**config.mk**
```make
export PLATFORM = sky130hd
export DESIGN_NAME = fme_satd_scheduler_flat
export DESIGN_NICKNAME = d
export VERILOG_FILES = /design/src/rtl/fme_satd_if.sv /design/src/rtl/fme_satd_scheduler.sv /design/src/flat_wrapper.sv
export SDC_FILE = /design/constraint.sdc
export NUM_CORES = 1
export LEC_CHECK = 0
export ABC_AREA = 1
export BUFFER_PORTS_ARGS = -buffer_cell sky130_fd_sc_hd__buf_2
export CORE_MARGIN = 2
export CORE_UTILIZATION = 58
export DETAILED_ROUTE_END_ITERATION = 8
export PLACE_DENSITY = 0.79
export SYNTH_ARGS = -nofsm -noshare
export SYNTH_HDL_FRONTEND = slang
export SYNTH_SLANG_ARGS = --single-unit
```
**constraint.sdc**
```tcl
create_clock -name clk -period 2 [get_ports clk]
set_clock_uncertainty 0.1 [all_clocks]
set_input_delay 0.2 -clock clk [delete_from_list [all_inputs] [get_ports clk]]
set_output_delay 0.2 -clock clk [all_outputs]
set_load 0.02 [all_outputs]
```
**src/rtl/fme_satd_if.sv**
```systemverilog
// fme_satd_if: requester handshakes plus SATD mux, row-stream and result controls
interface fme_satd_if;
   logic       e1_req, e1_qsel, e2_req, e2_qsel, e3_req, e3_dual, e3_swap;
   logic       e1_gnt, e2_gnt, e3_gnt;
   logic       reqsel1, reqsel2;
   logic [1:0] satsel1, satsel2;
   logic       satdsel1, satdsel2;
   logic       row_valid1, row_valid2;
   logic       res_valid1, res_valid2;
   logic [1:0] res_tag1, res_tag2;
   modport master (
      output e1_req, e1_qsel, e2_req, e2_qsel, e3_req, e3_dual, e3_swap,
      input  e1_gnt, e2_gnt, e3_gnt, reqsel1, reqsel2, satsel1, satsel2,
             satdsel1, satdsel2, row_valid1, row_valid2,
             res_valid1, res_valid2, res_tag1, res_tag2
   );
   modport slave (
      input  e1_req, e1_qsel, e2_req, e2_qsel, e3_req, e3_dual, e3_swap,
      output e1_gnt, e2_gnt, e3_gnt, reqsel1, reqsel2, satsel1, satsel2,
             satdsel1, satdsel2, row_valid1, row_valid2,
             res_valid1, res_valid2, res_tag1, res_tag2
   );
endinterface

```
**src/rtl/fme_satd_scheduler.sv**
```systemverilog
// fme_satd_scheduler: arbitrates e1/e2/e3 onto two SATD units, steers the mux network and tags results
module fme_satd_scheduler #(
   parameter int ROWS     = 4,
   parameter int SATD_LAT = 3
) (
   input logic       clk,
   input logic       rst_n,
   fme_satd_if.slave bus
);
   localparam int CW = ROWS > 1 ? $clog2(ROWS) : 1;
   localparam int D  = ROWS + SATD_LAT;
   localparam logic [CW-1:0] LAST = CW'(ROWS - 1);
   typedef enum logic {IDLE, BUSY} state_t;
   typedef struct packed {
      logic       v;
      logic       s;
      logic [1:0] t;
   } ent_t;
   state_t        st1, st2;
   logic [CW-1:0] cnt1, cnt2;
   logic          pri;
   logic          free1, free2, g1, g2, g3, g3d, u1, u2;
   logic          rs1_q, rs2_q, sd1_q, sd2_q;
   logic [1:0]    ss1_q, ss2_q;
   ent_t          dl1 [D];
   ent_t          dl2 [D];
   ent_t          in1, in2, o1, o2;
   logic          c1u1, c1u2, c2u1, c2u2;
   // arbitration: a pending e3 with priority reserves the units it needs, otherwise e1/e2 first and e3 fills in
   always_comb begin
      free1 = rst_n && (st1 == IDLE || cnt1 == LAST);
      free2 = rst_n && (st2 == IDLE || cnt2 == LAST);
      if (bus.e3_req && pri) begin
         g3 = bus.e3_dual ? free1 && free2 : free1;
         g1 = 1'b0;
         g2 = !bus.e3_dual && free2 && bus.e2_req;
      end else begin
         g1 = free1 && bus.e1_req;
         g2 = free2 && bus.e2_req;
         g3 = bus.e3_req && free1 && !g1 && (!bus.e3_dual || (free2 && !g2));
      end
      g3d = g3 && bus.e3_dual;
      u1  = g1 || g3;
      u2  = g2 || g3d;
   end
   // delay-line entries at grant; swap only ever marks a dual job so channels cannot collide
   always_comb begin
      in1  = '{v: u1, s: g3d && bus.e3_swap, t: g3 ? 2'b11 : 2'b01};
      in2  = '{v: u2, s: g3d && bus.e3_swap, t: g3d ? 2'b11 : 2'b10};
      o1   = dl1[D-1];
      o2   = dl2[D-1];
      c1u1 = o1.v && !o1.s;
      c1u2 = o2.v && o2.s;
      c2u2 = o2.v && !o2.s;
      c2u1 = o1.v && o1.s;
   end
   assign bus.e1_gnt     = g1;
   assign bus.e2_gnt     = g2;
   assign bus.e3_gnt     = g3;
   assign bus.reqsel1    = g1 ? bus.e1_qsel : rs1_q;
   assign bus.reqsel2    = g2 ? bus.e2_qsel : rs2_q;
   assign bus.satsel1    = g3 ? 2'b01 : g1 ? 2'b00 : ss1_q;
   assign bus.satsel2    = g3d ? 2'b10 : g2 ? 2'b00 : ss2_q;
   assign bus.row_valid1 = st1 == BUSY;
   assign bus.row_valid2 = st2 == BUSY;
   assign bus.res_valid1 = c1u1 || c1u2;
   assign bus.res_valid2 = c2u2 || c2u1;
   assign bus.res_tag1   = c1u1 ? o1.t : c1u2 ? o2.t : 2'b00;
   assign bus.res_tag2   = c2u2 ? o2.t : c2u1 ? o1.t : 2'b00;
   assign bus.satdsel1   = c1u1 ? 1'b0 : c1u2 ? 1'b1 : sd1_q;
   assign bus.satdsel2   = c2u2 ? 1'b1 : c2u1 ? 1'b0 : sd2_q;
   // unit FSMs, e3 priority and the latched mux selects
   always_ff @(posedge clk or negedge rst_n) begin
      if (!rst_n) begin
         st1   <= IDLE;
         st2   <= IDLE;
         cnt1  <= '0;
         cnt2  <= '0;
         pri   <= 1'b0;
         rs1_q <= 1'b0;
         rs2_q <= 1'b0;
         ss1_q <= 2'b00;
         ss2_q <= 2'b00;
         sd1_q <= 1'b0;
         sd2_q <= 1'b1;
      end else begin
         st1   <= u1 ? BUSY : free1 ? IDLE : st1;
         st2   <= u2 ? BUSY : free2 ? IDLE : st2;
         cnt1  <= (u1 || free1) ? '0 : cnt1 + CW'(1);
         cnt2  <= (u2 || free2) ? '0 : cnt2 + CW'(1);
         pri   <= g3 ? 1'b0 : ((g1 || g2) && bus.e3_req) ? 1'b1 : pri;
         rs1_q <= bus.reqsel1;
         rs2_q <= bus.reqsel2;
         ss1_q <= bus.satsel1;
         ss2_q <= bus.satsel2;
         sd1_q <= bus.satdsel1;
         sd2_q <= bus.satdsel2;
      end
   end
   // result delay lines: a job granted at t surfaces at t+ROWS+SATD_LAT
   always_ff @(posedge clk or negedge rst_n) begin
      if (!rst_n) begin
         for (int i = 0; i < D; i++) begin
            dl1[i] <= '0;
            dl2[i] <= '0;
         end
      end else begin
         dl1[0] <= in1;
         dl2[0] <= in2;
         for (int i = 1; i < D; i++) begin
            dl1[i] <= dl1[i-1];
            dl2[i] <= dl2[i-1];
         end
      end
   end
endmodule

```
**src/flat_wrapper.sv**
```systemverilog
// flat-port wrapper written by rule: the top's interface ports become plain ports
module fme_satd_scheduler_flat 
#(
   parameter int ROWS     = 4,
   parameter int SATD_LAT = 3
)
  (clk, rst_n, bus_e1_req, bus_e1_qsel, bus_e2_req, bus_e2_qsel, bus_e3_req, bus_e3_dual, bus_e3_swap, bus_e1_gnt, bus_e2_gnt, bus_e3_gnt, bus_reqsel1, bus_reqsel2, bus_satsel1, bus_satsel2, bus_satdsel1, bus_satdsel2, bus_row_valid1, bus_row_valid2, bus_res_valid1, bus_res_valid2, bus_res_tag1, bus_res_tag2);
  fme_satd_if bus_i ();
  input logic clk;
  input logic rst_n;
  input wire logic [$bits(bus_i.e1_req)-1:0] bus_e1_req;
  input wire logic [$bits(bus_i.e1_qsel)-1:0] bus_e1_qsel;
  input wire logic [$bits(bus_i.e2_req)-1:0] bus_e2_req;
  input wire logic [$bits(bus_i.e2_qsel)-1:0] bus_e2_qsel;
  input wire logic [$bits(bus_i.e3_req)-1:0] bus_e3_req;
  input wire logic [$bits(bus_i.e3_dual)-1:0] bus_e3_dual;
  input wire logic [$bits(bus_i.e3_swap)-1:0] bus_e3_swap;
  output wire logic [$bits(bus_i.e1_gnt)-1:0] bus_e1_gnt;
  output wire logic [$bits(bus_i.e2_gnt)-1:0] bus_e2_gnt;
  output wire logic [$bits(bus_i.e3_gnt)-1:0] bus_e3_gnt;
  output wire logic [$bits(bus_i.reqsel1)-1:0] bus_reqsel1;
  output wire logic [$bits(bus_i.reqsel2)-1:0] bus_reqsel2;
  output wire logic [$bits(bus_i.satsel1)-1:0] bus_satsel1;
  output wire logic [$bits(bus_i.satsel2)-1:0] bus_satsel2;
  output wire logic [$bits(bus_i.satdsel1)-1:0] bus_satdsel1;
  output wire logic [$bits(bus_i.satdsel2)-1:0] bus_satdsel2;
  output wire logic [$bits(bus_i.row_valid1)-1:0] bus_row_valid1;
  output wire logic [$bits(bus_i.row_valid2)-1:0] bus_row_valid2;
  output wire logic [$bits(bus_i.res_valid1)-1:0] bus_res_valid1;
  output wire logic [$bits(bus_i.res_valid2)-1:0] bus_res_valid2;
  output wire logic [$bits(bus_i.res_tag1)-1:0] bus_res_tag1;
  output wire logic [$bits(bus_i.res_tag2)-1:0] bus_res_tag2;
  assign bus_i.e1_req = bus_e1_req;
  assign bus_i.e1_qsel = bus_e1_qsel;
  assign bus_i.e2_req = bus_e2_req;
  assign bus_i.e2_qsel = bus_e2_qsel;
  assign bus_i.e3_req = bus_e3_req;
  assign bus_i.e3_dual = bus_e3_dual;
  assign bus_i.e3_swap = bus_e3_swap;
  assign bus_e1_gnt = bus_i.e1_gnt;
  assign bus_e2_gnt = bus_i.e2_gnt;
  assign bus_e3_gnt = bus_i.e3_gnt;
  assign bus_reqsel1 = bus_i.reqsel1;
  assign bus_reqsel2 = bus_i.reqsel2;
  assign bus_satsel1 = bus_i.satsel1;
  assign bus_satsel2 = bus_i.satsel2;
  assign bus_satdsel1 = bus_i.satdsel1;
  assign bus_satdsel2 = bus_i.satdsel2;
  assign bus_row_valid1 = bus_i.row_valid1;
  assign bus_row_valid2 = bus_i.row_valid2;
  assign bus_res_valid1 = bus_i.res_valid1;
  assign bus_res_valid2 = bus_i.res_valid2;
  assign bus_res_tag1 = bus_i.res_tag1;
  assign bus_res_tag2 = bus_i.res_tag2;
  fme_satd_scheduler #(.ROWS(ROWS), .SATD_LAT(SATD_LAT)) u_core (.clk(clk), .rst_n(rst_n), .bus(bus_i));
endmodule
```
==> results summary, run 1 <==
The run finished, with violations left. The checks that failed: negative setup slack. The layout net count came out at 203. Across every metal layer, demand over resource in global routing totals 21.2%. The area of the core region is 3030 um2. The tool flagged a number of max-cap violations equal to 0. When the netlist entered floorplanning its net count stood at 151.

In this run the most critical hold path is launched from bus_e3_dual. The combined buffer and inverter count along the critical path came out at 3. The worst setup path is captured at a primary output. The placed wire-length estimate is 1880 um. The count of input and output buffers came out at 27. The number of instances on the worst hold path is 3. The die extent in y came out at 60.2 um. TritonCTS created 9 clock buffers. The final count of hold timing violations came out at 0.

Setup repair after global routing could not meet its margin everywhere. The gate count of the mapped netlist is 140. The overall die width came out at 60.2 um. The I/O pin count came out at 28. The clock latency reported for the late side of the worst-skew pair is 0.38 ns. The pin count of the biggest net entering global routing came out at 39. The total count of max-transition violations in the final report came out at 0. The cell at the root of the clock tree is sky130_fd_sc_hd__clkbuf_4.

In the routed design, unresolved DRC markers number 0. The number of different library cells in the post-synthesis netlist is 16. Traced cell by cell, the critical path runs through ha_2 > inv_2 > nand2_4 > nand2_4 > nor2_4 > nand4_4 > nand2_2 > inv_2 > buf_6. The number of antenna violations at the first check in global routing came out at 0. The routed design has 3500 um of wire.

Subtracting the final worst setup slack from the clock period gives 2.03 ns. In this run the critical register-to-register path is captured at u_core.ss1_q[1]. The via count of the routed design is 1,182. The synthesized design contains 57 register bits. The number of filler cells placed in the layout came out at 168. The post-detailed-placement cell area came out at 2040 um2. The kind of cell with the highest combined delay along the critical path is simple AND/OR/NAND/NOR gates. The first-pass iteration count of the detailed router is 4.

In the routed layout, each cell is associated on average with a via count of 4.90. The cell area after layout is 2410 um2. Adding up every negative setup slack in the final design gives -0.0600 ns. Compared with the post-synthesis result, the final layout area differs by 31.9%. The longest clock path from root to sink contains 2 buffers. The power per cell area came out at 1340 nW/um2. TritonCTS built the clock tree. Setup violations remaining at the end of the flow were counted as 3. The average wire per standard cell is 14.5 um. The worst register-to-register path begins at u_core.cnt1[0]. The setup slack of the most critical reg-to-reg path came out at 0.47 ns. The path with the worst hold slack has its endpoint at u_core.dl1[26].

Measured in cells, the most critical reg-to-reg path has a length of 9. The count of clock tree sinks is 57. The via count of the first global-routing pass is 1,067. The clock transition at the register clock pins on the worst setup and hold paths after CTS came out at 0.10 ns. The proportion of synthesized chip area in sequential cells is 78.0%. The average cell area after synthesis is 13.1 um2.

The slowest stage of the critical path is the sky130_fd_sc_hd__dfrtp_1 cell. The min-delay analysis places its worst path in the category in2reg. The worst path uses 102% of the clock period. The share of final-layout standard cells stronger than drive strength 1 is 40.6%.

IR analysis of the VDD net gives a maximum drop of 855 uV. The highest clock frequency the design can meet is 0.492 GHz. The effective utilization at floorplan is 60.5%.

After synthesis the cells add up to 1830 um2. The post-detailed-route count of antenna-violating nets is 0. For this run, the slowest stage of the critical path takes 0.39 ns.

The total die area is 3620 um2. The worst slack on hold paths came out at 0.0548 ns. The site row count is 20. 0 antenna diodes ended up in the layout.

For this run, the number of Yosys warnings is 0. STA classifies the critical path startpoint as a register. The final core utilization came out at 79.7%. Summed over all layers, the global routing overflow is 0. In this run the number of H-tree levels came out at 3.

The leakage power is 1.31 nW. The category of the most critical setup path is reg2out. Data on the critical path arrives at its endpoint at 1.73 ns. The least setup slack across all paths after layout is -0.0321 ns.

The largest fanout on the critical path is 4. The detailed router finished its first iteration with 31 violations. The congestion estimate from routability-driven global placement came to 0.802. The global-route wire length before repair came out at 5030 um. For the worst setup path, the data required time is 1.70 ns.
-- metal layers --
metal	track usage (%)	vias to the layer above	part of all wire [%]
li1	-	535	-
met3	9.09	10	6.1
met5	0	-	0
met1	25.6	584	41
met2	32.1	53	50
met4	11.4	0	2.8
-- metrics by stage --
step / power, mW / cells / setup WS [ns]
3_5_place_dp: 2.02 / 213 / 0.307
4_1_cts: 3.08 / 236 / -0.0250
5_1_grt: 3.39 / 241 / -0.117
6_report: 3.24 / 241 / -0.0321
2_1_floorplan: 1.82 / 140 / 0.428
3_3_place_gp: 1.99 / 213 / 0.407
-- worst min-delay path: cells and delay by family --
family / cells / cell delay (ns)
AND/OR/NAND/NOR: 2 / 0.17
buffers and inverters: 1 / 0.14
-- cell type report --
cell class	count	area, um2	area share [%]
Tap cell	44	55.1	2.28
Inverter	21	78.8	3.27
Sequential cell	57	1430	59.1
Timing Repair Buffer	41	274	11.4
Multi-Input combinational cell	62	405	16.8
Clock buffer	11	95.1	3.94
Clock inverter	5	77.6	3.21
-- cell usage in the layout, fill, tap and decap left out, types with 4 or more instances in the layout --
cell type	Yosys	routed
sky130_fd_sc_hd__o22ai_1	4	4
sky130_fd_sc_hd__nor2_1	6	4
sky130_fd_sc_hd__nand2_2	4	4
sky130_fd_sc_hd__inv_1	21	16
sky130_fd_sc_hd__buf_4	0	12
sky130_fd_sc_hd__dlygate4sd3_1	0	4
sky130_fd_sc_hd__nand2_4	0	4
sky130_fd_sc_hd__dfrtp_1	56	56
sky130_fd_sc_hd__clkbuf_4	0	9
sky130_fd_sc_hd__buf_2	0	22
sky130_fd_sc_hd__nand2_1	31	27
sky130_fd_sc_hd__inv_2	0	5
sky130_fd_sc_hd__nor2_4	0	4
sky130_fd_sc_hd__nand3_1	5	4
-- state kept, by name, indices dropped and copies added (netlist names), 2 cells and up --
register and flops:
u_core.cnt1 2, u_core.cnt2 2, u_core.dl1 27, u_core.dl2 15, u_core.ss1_q 2, u_core.ss2_q 2
-- cells by family (layout without fill, tap and decap cells) --
logic type	after synthesis	count (layout)	synth area share, %
AO/OA/AOI/OAI	6	6	2.12
flip-flops	57	57	78.0
adder cells (fa/ha/maj)	2	2	1.37
AND/OR/NAND/NOR	53	53	14.0
other	1	1	0.205
buffers and inverters	21	78	4.31
-- Yosys cell counts --
| cell | count | area, um2 |
|---|---|---|
| sky130_fd_sc_hd__and2_4 | 1 | 8.76 |
| sky130_fd_sc_hd__nand3_1 | 5 | 25.0 |
| sky130_fd_sc_hd__inv_1 | 21 | 78.8 |
| sky130_fd_sc_hd__ha_1 | 2 | 25.0 |
| sky130_fd_sc_hd__dfrtp_1 | 56 | 1400 |
| sky130_fd_sc_hd__nand4_4 | 1 | 21.3 |
| sky130_fd_sc_hd__nor2_2 | 4 | 25.0 |
| sky130_fd_sc_hd__nand2_2 | 4 | 25.0 |
| sky130_fd_sc_hd__o22ai_1 | 4 | 25.0 |
| sky130_fd_sc_hd__o21ai_2 | 1 | 8.76 |
| sky130_fd_sc_hd__nand2_1 | 31 | 116 |
| sky130_fd_sc_hd__o21ai_0 | 1 | 5.00 |
| sky130_fd_sc_hd__dfstp_2 | 1 | 26.3 |
| sky130_fd_sc_hd__nand4_2 | 1 | 12.5 |
| sky130_fd_sc_hd__conb_1 | 1 | 3.75 |
| sky130_fd_sc_hd__nor2_1 | 6 | 22.5 |
-- what timing repair did --
item                       4_1_cts  5_1_grt
setup endpoints to repair        6        7
hold endpoints to repair        59        0
resized for setup               17       15
pin swaps                        7        7
hold buffers                     4        0
setup buffers                    3        5
-- worst max path at each step --
stage                           from             end  slack (ns)  cells past startpoint
6_report              u_core.cnt1[0]  bus_satsel2[0]       -0.03                      9
5_1_grt               u_core.cnt2[0]  bus_satsel1[1]       -0.12                      9
4_1_cts               u_core.cnt2[0]  bus_satsel1[1]       -0.02                      9
3_5_place_dp          u_core.cnt2[0]  bus_satsel1[1]        0.31                      9
3_3_place_gp          u_core.cnt2[0]  bus_satsel1[1]        0.41                      9
2_1_floorplan  u_core.bus.row_valid2  bus_satsel2[1]        0.43                      6
-- report_power, final --
part,internal [mW],switching (mW),total [mW]
Combinational,0.304,0.488,0.792
Sequential,1.36,0.110,1.47
Clock,0.571,0.408,0.979
Total,2.23,1.01,3.24
No activity file was read; power rests on OpenSTA's default activity.
==> inputs of run 2 (changes only) <==
CORE_UTILIZATION = 35   (was 58)
PLACE_DENSITY = 0.52   (was 0.79)
SETUP_SLACK_MARGIN = 0.02   (was default)
==> results summary, run 2 (same netlist as run 1, synthesis figures left out) <==
The tree is rooted in a sky130_fd_sc_hd__clkbuf_8. The per-cell via count in the routed design came to 4.17 (-15%). The power per cell area is 1350 nW/um2 (+0.36%). The reported max-cap violation count came out at 0 (unchanged). The number of setup violations in the final report came out at 0 (-3).

The total routing usage reported by global routing came out at 11.4% (-9.8 points). The count of H-tree levels built during CTS came out at 3 (unchanged). The count of input and output buffers was 27 (unchanged). The highest clock frequency the design can meet came out at 0.520 GHz (+5.7%). The startpoint type of the worst setup path is a primary input.

The total CTS buffers came to 9 (unchanged). The I/O pin count is 28 (unchanged). The portion of total power attributed to the clock network is 36.2% (+6.0 points).

The total die area is 5820 um2 (+61%). The sequential share of power is 43.4% (-1.9 points). The routability-driven placement congestion ratio was 0.866 (+8.0%). The worst-case setup slack after placement came to 0.336 ns (+0.0294 ns). Setup repair after global routing could not meet its margin everywhere. The count of clock tree sinks came to 57 (unchanged). The leading cell type in the layout, fill and taps excluded is sky130_fd_sc_hd__dfrtp_1. The via count of the routed design is 1,113 (-5.8%). The share of final-layout standard cells stronger than drive strength 1 was 37.1% (-3.6 points). The total inserted antenna cells is 0 (unchanged). The number of violations reported at the end of detailed-routing iteration 0 is 60 (+94%). The number of antenna violations at the first check in global routing came out at 0 (unchanged). The relative contribution of combinational cells to total power is 20.4% (-4.0 points). The final global-route overflow total came out at 0 (unchanged).

The die extent in y is 76.3 um (+27%). The global-route wire length before repair came out at 4880 um (-3.0%). The worst-case clock buffer depth is 2 (unchanged). The clock transition at the register clock pins on the worst setup and hold paths after CTS came out at 0.06 ns (-0.04 ns). The post-detailed-route count of antenna-violating nets came to 0 (unchanged).

The number of filler cells placed in the layout came out at 492 (+190%). The layout overhead on the synthesized area is 35.7%. TritonCTS built the clock tree.

The flow ran to the end, and the final reports show no timing, DRC or antenna violations. The area of the core region is 5070 um2 (+68%). The kind of end point of the critical path is a primary output. The wire length on met1 is 1270 um (-12%). In the layout the commonest cells are sky130_fd_sc_hd__dfrtp_1 (56), sky130_fd_sc_hd__nand2_1 (27), sky130_fd_sc_hd__buf_2 (22). The met3 routed wirelength came out at 178 um (-17%). The sum of met2 wire segment lengths after detailed routing is 1410 um (-19%). Counting flops per register, the top entry is u_core.dl1. The reported net switching power came to 0.921 mW (-8.5%). The number of flip-flops under the largest register name came out at 27 (unchanged). The category of the most critical setup path is in2out. The clock latency reported for the late side of the worst-skew pair came out at 0.32 ns (-0.06 ns). The first-pass iteration count of the detailed router is 4 (unchanged). The signal arrival time at the worst endpoint is 1.62 ns (-0.11 ns). The final wirelength came out at 2920 um (-17%).

In the final layout, the registers with the most flip-flops are u_core.dl1: 27 flops, u_core.dl2: 15 flops. The via count of the first global-routing pass was 1,136 (+6.5%). The final count of hold timing violations is 0 (unchanged). The class of the tightest hold or removal check is in2reg. The switching power share of the total is 27.5% (-3.5 points).

The cell-internal power is 2.43 mW (+8.6%). The time the worst path needs with I/O delays and setup is 1.92 ns (-0.109 ns). The layout net count came out at 203 (unchanged). The least setup slack across all paths after layout came out at 0.0771 ns (+0.109 ns). The worst slack on hold paths came out at 0.0982 ns (+0.0435 ns). The leakage power came out at 1.34 nW (+1.8%). The total count of max-transition violations in the final report came out at 0 (unchanged). The detailed router used layers up to and including met4.

The site row count is 26 (+30%). The effective utilization at floorplan came out at 36.1% (-24 points). The number of DRC violations after detailed routing is 0 (unchanged). The maximum resistive drop on vdd came out at 777 uV (-9.1%). The required time of the critical path is 1.70 ns (about the same). The placed wire-length estimate is 1860 um (-1.1%).

The average wire per standard cell came to 10.9 um (-25%). The largest fanout on the critical path is 6 (+2). The final clock period utilization by the worst path is 96.1% (-5.5 points). The pin count of the biggest net entering global routing came out at 38 (-2.6%). The overall die width is 76.3 um (+27%).
run 2: final timing paths:
path | start | end | slack (ns) | depth (start not counted)
max in group asynchronous | rst_n | u_core.dl1[9] | 0.43 | 4
setup / recovery | rst_n | bus_satsel1[0] | 0.08 | 7
hold reg to reg | u_core.dl2[16] | u_core.dl2[12] | 0.24 | 0
setup reg to reg | u_core.cnt1[0] | u_core.dl1[26] | 0.47 | 9
hold / removal | bus_e3_dual | u_core.dl2[24] | 0.1 | 3
min in group asynchronous | rst_n | u_core.dl1[16] | 0.52 | 3
run 2: per-layer routing:
layer  GRT usage, %  vias up
met5              0        -
met4           7.27        0
met3           6.28        7
met2           16.5       37
met1           13.0      538
li1               -      531
run 2: what timing repair did:
item                       CTS  global route
setup buffers                0             7
setup endpoints to repair    3             6
pin swaps                    0             9
resized for setup            3            22
hold buffers                 5             0
hold endpoints to repair    23             0
run 2: critical path: stages:
cell and delay (ns):
sky130_fd_sc_hd__dlygate4sd3_1 0.53, sky130_fd_sc_hd__clkbuf_4 0.22, sky130_fd_sc_hd__nand2_4 0.11, sky130_fd_sc_hd__o21ai_2 0.17, sky130_fd_sc_hd__nand3_1 0.13, sky130_fd_sc_hd__nand2_1 0.10
sky130_fd_sc_hd__buf_2 0.16
run 2: metrics by stage:
step	util, %	total power, mW	TNS, ns	instances	instance area [um2]
after global routing	49.0	3.55	-0.0128	267	2480
after global placement	40.8	1.99	0	239	2070
after detailed placement	40.8	2.02	0	239	2070
after CTS	46.5	3.27	0	260	2360
after floorplan	-	1.82	0	140	1830
final	49.0	3.35	0	267	2480
run 2: power groups by stage:
stage	clock network, mW	logic, mW	registers [mW]
2_1_floorplan	0	0.354	1.47
3_3_place_gp	0	0.534	1.46
3_5_place_dp	0	0.551	1.47
4_1_cts	1.25	0.569	1.45
5_1_grt	1.32	0.751	1.47
6_report	1.21	0.681	1.45
run 2: layout make-up:
type,count,area (um2),area share [%]
Sequential cell,57,1430,57.5
Multi-Input combinational cell,62,385,15.5
Tap cell,70,87.6,3.52
Timing Repair Buffer,41,273,11.0
Clock inverter,2,60.1,2.42
Inverter,21,78.8,3.17
Clock buffer,14,173,6.95
==> inputs of run 3 (changes only) <==
--- a/config.mk
+++ b/config.mk
@@ -9,2 +9,3 @@
 export BUFFER_PORTS_ARGS = -buffer_cell sky130_fd_sc_hd__buf_2
+export CORE_ASPECT_RATIO = 2
 export CORE_MARGIN = 2
--- a/constraint.sdc
+++ b/constraint.sdc
@@ -4,2 +4,2 @@
 set_output_delay 0.2 -clock clk [all_outputs]
-set_load 0.02 [all_outputs]
+set_load 0.05 [all_outputs]
==> results summary, run 3 (same netlist as run 1, synthesis figures left out) <==
The total power after layout came out at 3.60 mW (+7.5%). The time the worst path needs with I/O delays and setup came out at 1.91 ns (-0.0123 ns). The category of the most critical setup path is reg2out. The final count of hold timing violations is 0 (unchanged). The per-cell via count in the routed design is 4.51 (+8.3%). TritonCTS built the clock tree. The transition at the pin with the smallest max-transition slack is 0.547 ns. The class of the tightest hold or removal check is in2async. The final clock period utilization by the worst path is 95.5% (-0.62 points).

The routability-driven placement congestion ratio is 0.736 (-15%). The final core utilization came out at 48.8% (-0.19 points). The total count of max-transition violations in the final report is 0 (unchanged).

Leaving out fill and tap cells, the most frequent cell in the layout is sky130_fd_sc_hd__dfrtp_1. The largest fanout on the critical path is 3 (-3). In this run the critical register-to-register path is captured at u_core.dl1[26].

The site row count came out at 37 (+42%). The die extent in y came out at 106 um (+39%). The via count of the routed design came out at 1,133 (+1.8%). The placed wire-length estimate came to 1940 um (+4.5%). The flow ran to the end, and the final reports show no timing, DRC or antenna violations.

The worst-case clock buffer depth is 2 (unchanged). The clock transition at the register clock pins on the worst setup and hold paths after CTS was 0.06 ns (about the same). The total CTS buffers is 9 (unchanged). CTS placed an instance of sky130_fd_sc_hd__clkbuf_8 at the clock tree root. The number of antenna violations at the first check in global routing was 0 (unchanged). The via count of the first global-routing pass is 1,204 (+6.0%). The count of clock tree sinks is 57 (unchanged). The layout net count came out at 199 (-2.0%). The I/O pin count came out at 28 (unchanged). The setup slack of the most critical reg-to-reg path came to 0.60 ns (+0.13 ns). The count of input and output buffers came out at 27 (unchanged). STA classifies the critical path endpoint as a primary output.

The total die area is 5860 um2 (+0.60%). Setup repair after global routing could not meet its margin everywhere. The number of filler cells placed in the layout is 486 (-1.2%). The layout overhead on the synthesized area was 35.7% (about the same).

The power per cell area came to 1450 nW/um2 (+7.6%). The number of DRC violations after detailed routing is 0 (unchanged). In the final layout, the registers with the most flip-flops are u_core.dl1: 27 flops, u_core.dl2: 15 flops. The signal arrival time at the worst endpoint is 1.61 ns (about the same). The accumulated negative setup slack is 0 ns (unchanged). The number of setup violations in the final report is 0 (unchanged). The share of final-layout standard cells stronger than drive strength 1 is 39.9% (+2.8 points). The worst pin sits at a relative slew slack of 63.5%. The worst reg2reg path startpoint is u_core.cnt2[0].

The maximum resistive drop on vdd came out at 976 uV (+26%). The reported max-cap violation count came out at 0 (unchanged). The pin count of the biggest net entering global routing came out at 47 (+24%).

The average wire per standard cell came to 12.1 um (+10%). The delay of the slowest critical-path stage is 0.38 ns (-0.15 ns). Among all stages on the critical path, the largest delay is contributed by sky130_fd_sc_hd__dfrtp_1. Grouping stages by cell kind, the critical path spends the most delay in simple AND/OR/NAND/NOR gates. The post-detailed-route count of antenna-violating nets came out at 0 (unchanged). The area of the core region came to 5090 um2 (+0.35%). The highest clock frequency the design can meet is 0.523 GHz (+0.65%). The clock latency reported for the late side of the worst-skew pair was 0.32 ns (about the same). Walking the worst path, the cells encountered are ha_1 > inv_2 > nand2_4 > nand2_4 > nor2_4 > nand2_2 > nand2_2 > nor2_4 > buf_8.

The final wirelength came out at 3030 um (+3.6%). Leaving out fill and tap cells, the most frequent cells in the layout are sky130_fd_sc_hd__dfrtp_1 (55), sky130_fd_sc_hd__nand2_1 (25), sky130_fd_sc_hd__buf_2 (20). The global-route wire length before repair came to 5220 um (+6.9%). The worst slack on hold paths was 0.0621 ns (-0.0361 ns). The final global-route overflow total came out at 0 (unchanged). The leakage power came out at 1.32 nW (-1.4%). The first-pass iteration count of the detailed router is 3 (-1). The total routing usage reported by global routing is 13.0% (+1.6 points). The total inserted antenna cells came to 0 (unchanged). The number of violations reported at the end of detailed-routing iteration 0 came out at 3 (-95%).

u_core.dl1 holds more flip-flops than any other register. The worst setup path is launched from a register. The depth of the most critical reg-to-reg path is 8 (-1). The count of H-tree levels built during CTS is 3 (unchanged).

The overall die width came out at 55.1 um (-28%). The combined buffer and inverter count along the critical path was 2 (-1). The required time of the critical path came out at 1.70 ns (about the same). The number of flip-flops under the largest register name is 27 (unchanged). The effective utilization at floorplan is 35.9% (-0.12 points).
## run 3: cell types whose count changed in the layout (fill, tap and decap cells not counted), sizes merged
cell         change
inv              -1
clkinvlp         +2
buf              -2
dlygate4sd3      -1
clkbuf           -4
clkinv           +2
## run 3: metrics by stage
stage,cell area [um2],instances,worst slack (ns)
floorplan,1850,140,0.00564
global placement,2070,227,0.274
detailed placement,2070,227,0.243
CTS,2400,248,-0.0297
global route,2480,251,-0.0281
finish,2480,251,0.0894
## run 3: routing by layer
layer	GRT usage, %	wire, um
met1	12.9	1040
met2	20.7	1760
met3	6.60	180
met4	7.32	52
met5	0	0
## run 3: power breakdown
group	switching [mW]	internal, mW
Sequential	0.0938	1.36
Combinational	0.641	0.308
Clock	0.428	0.764
## run 3: area by class of cell
| type | instances | area, um2 | area share (%) |
|---|---|---|---|
| Clock buffer | 11 | 151 | 6.10 |
| Clock inverter | 5 | 77.6 | 3.12 |
| Inverter | 21 | 82.6 | 3.32 |
| Multi-Input combinational cell | 62 | 395 | 15.9 |
| Sequential cell | 57 | 1430 | 57.5 |
| Tap cell | 58 | 72.6 | 2.92 |
| Timing Repair Buffer | 37 | 275 | 11.1 |
## run 3: repair_timing
action | 4_1_cts | 5_1_grt
gates resized for setup | 15 | 21
hold buffers | 4 | 0
buffers inserted | 1 | 3
hold endpoints to repair | 14 | 0
pin swaps | 1 | 4
setup endpoints to repair | 7 | 7
## run 3: worst max-delay path by stage
stage / from / depth (start not counted) / slack, ns / to
5_1_grt: u_core.cnt2[0] / 8 / -0.03 / bus_satsel2[1]
2_1_floorplan: u_core.bus.row_valid2 / 6 / 0.006 / u_core.ss2_q[1]
4_1_cts: u_core.cnt2[0] / 9 / -0.03 / bus_satsel1[1]
3_3_place_gp: u_core.cnt2[0] / 9 / 0.27 / bus_satsel1[1]
3_5_place_dp: u_core.cnt1[0] / 7 / 0.24 / bus_satsel2[1]
6_report: u_core.cnt1[0] / 9 / 0.09 / bus_satsel1[1]
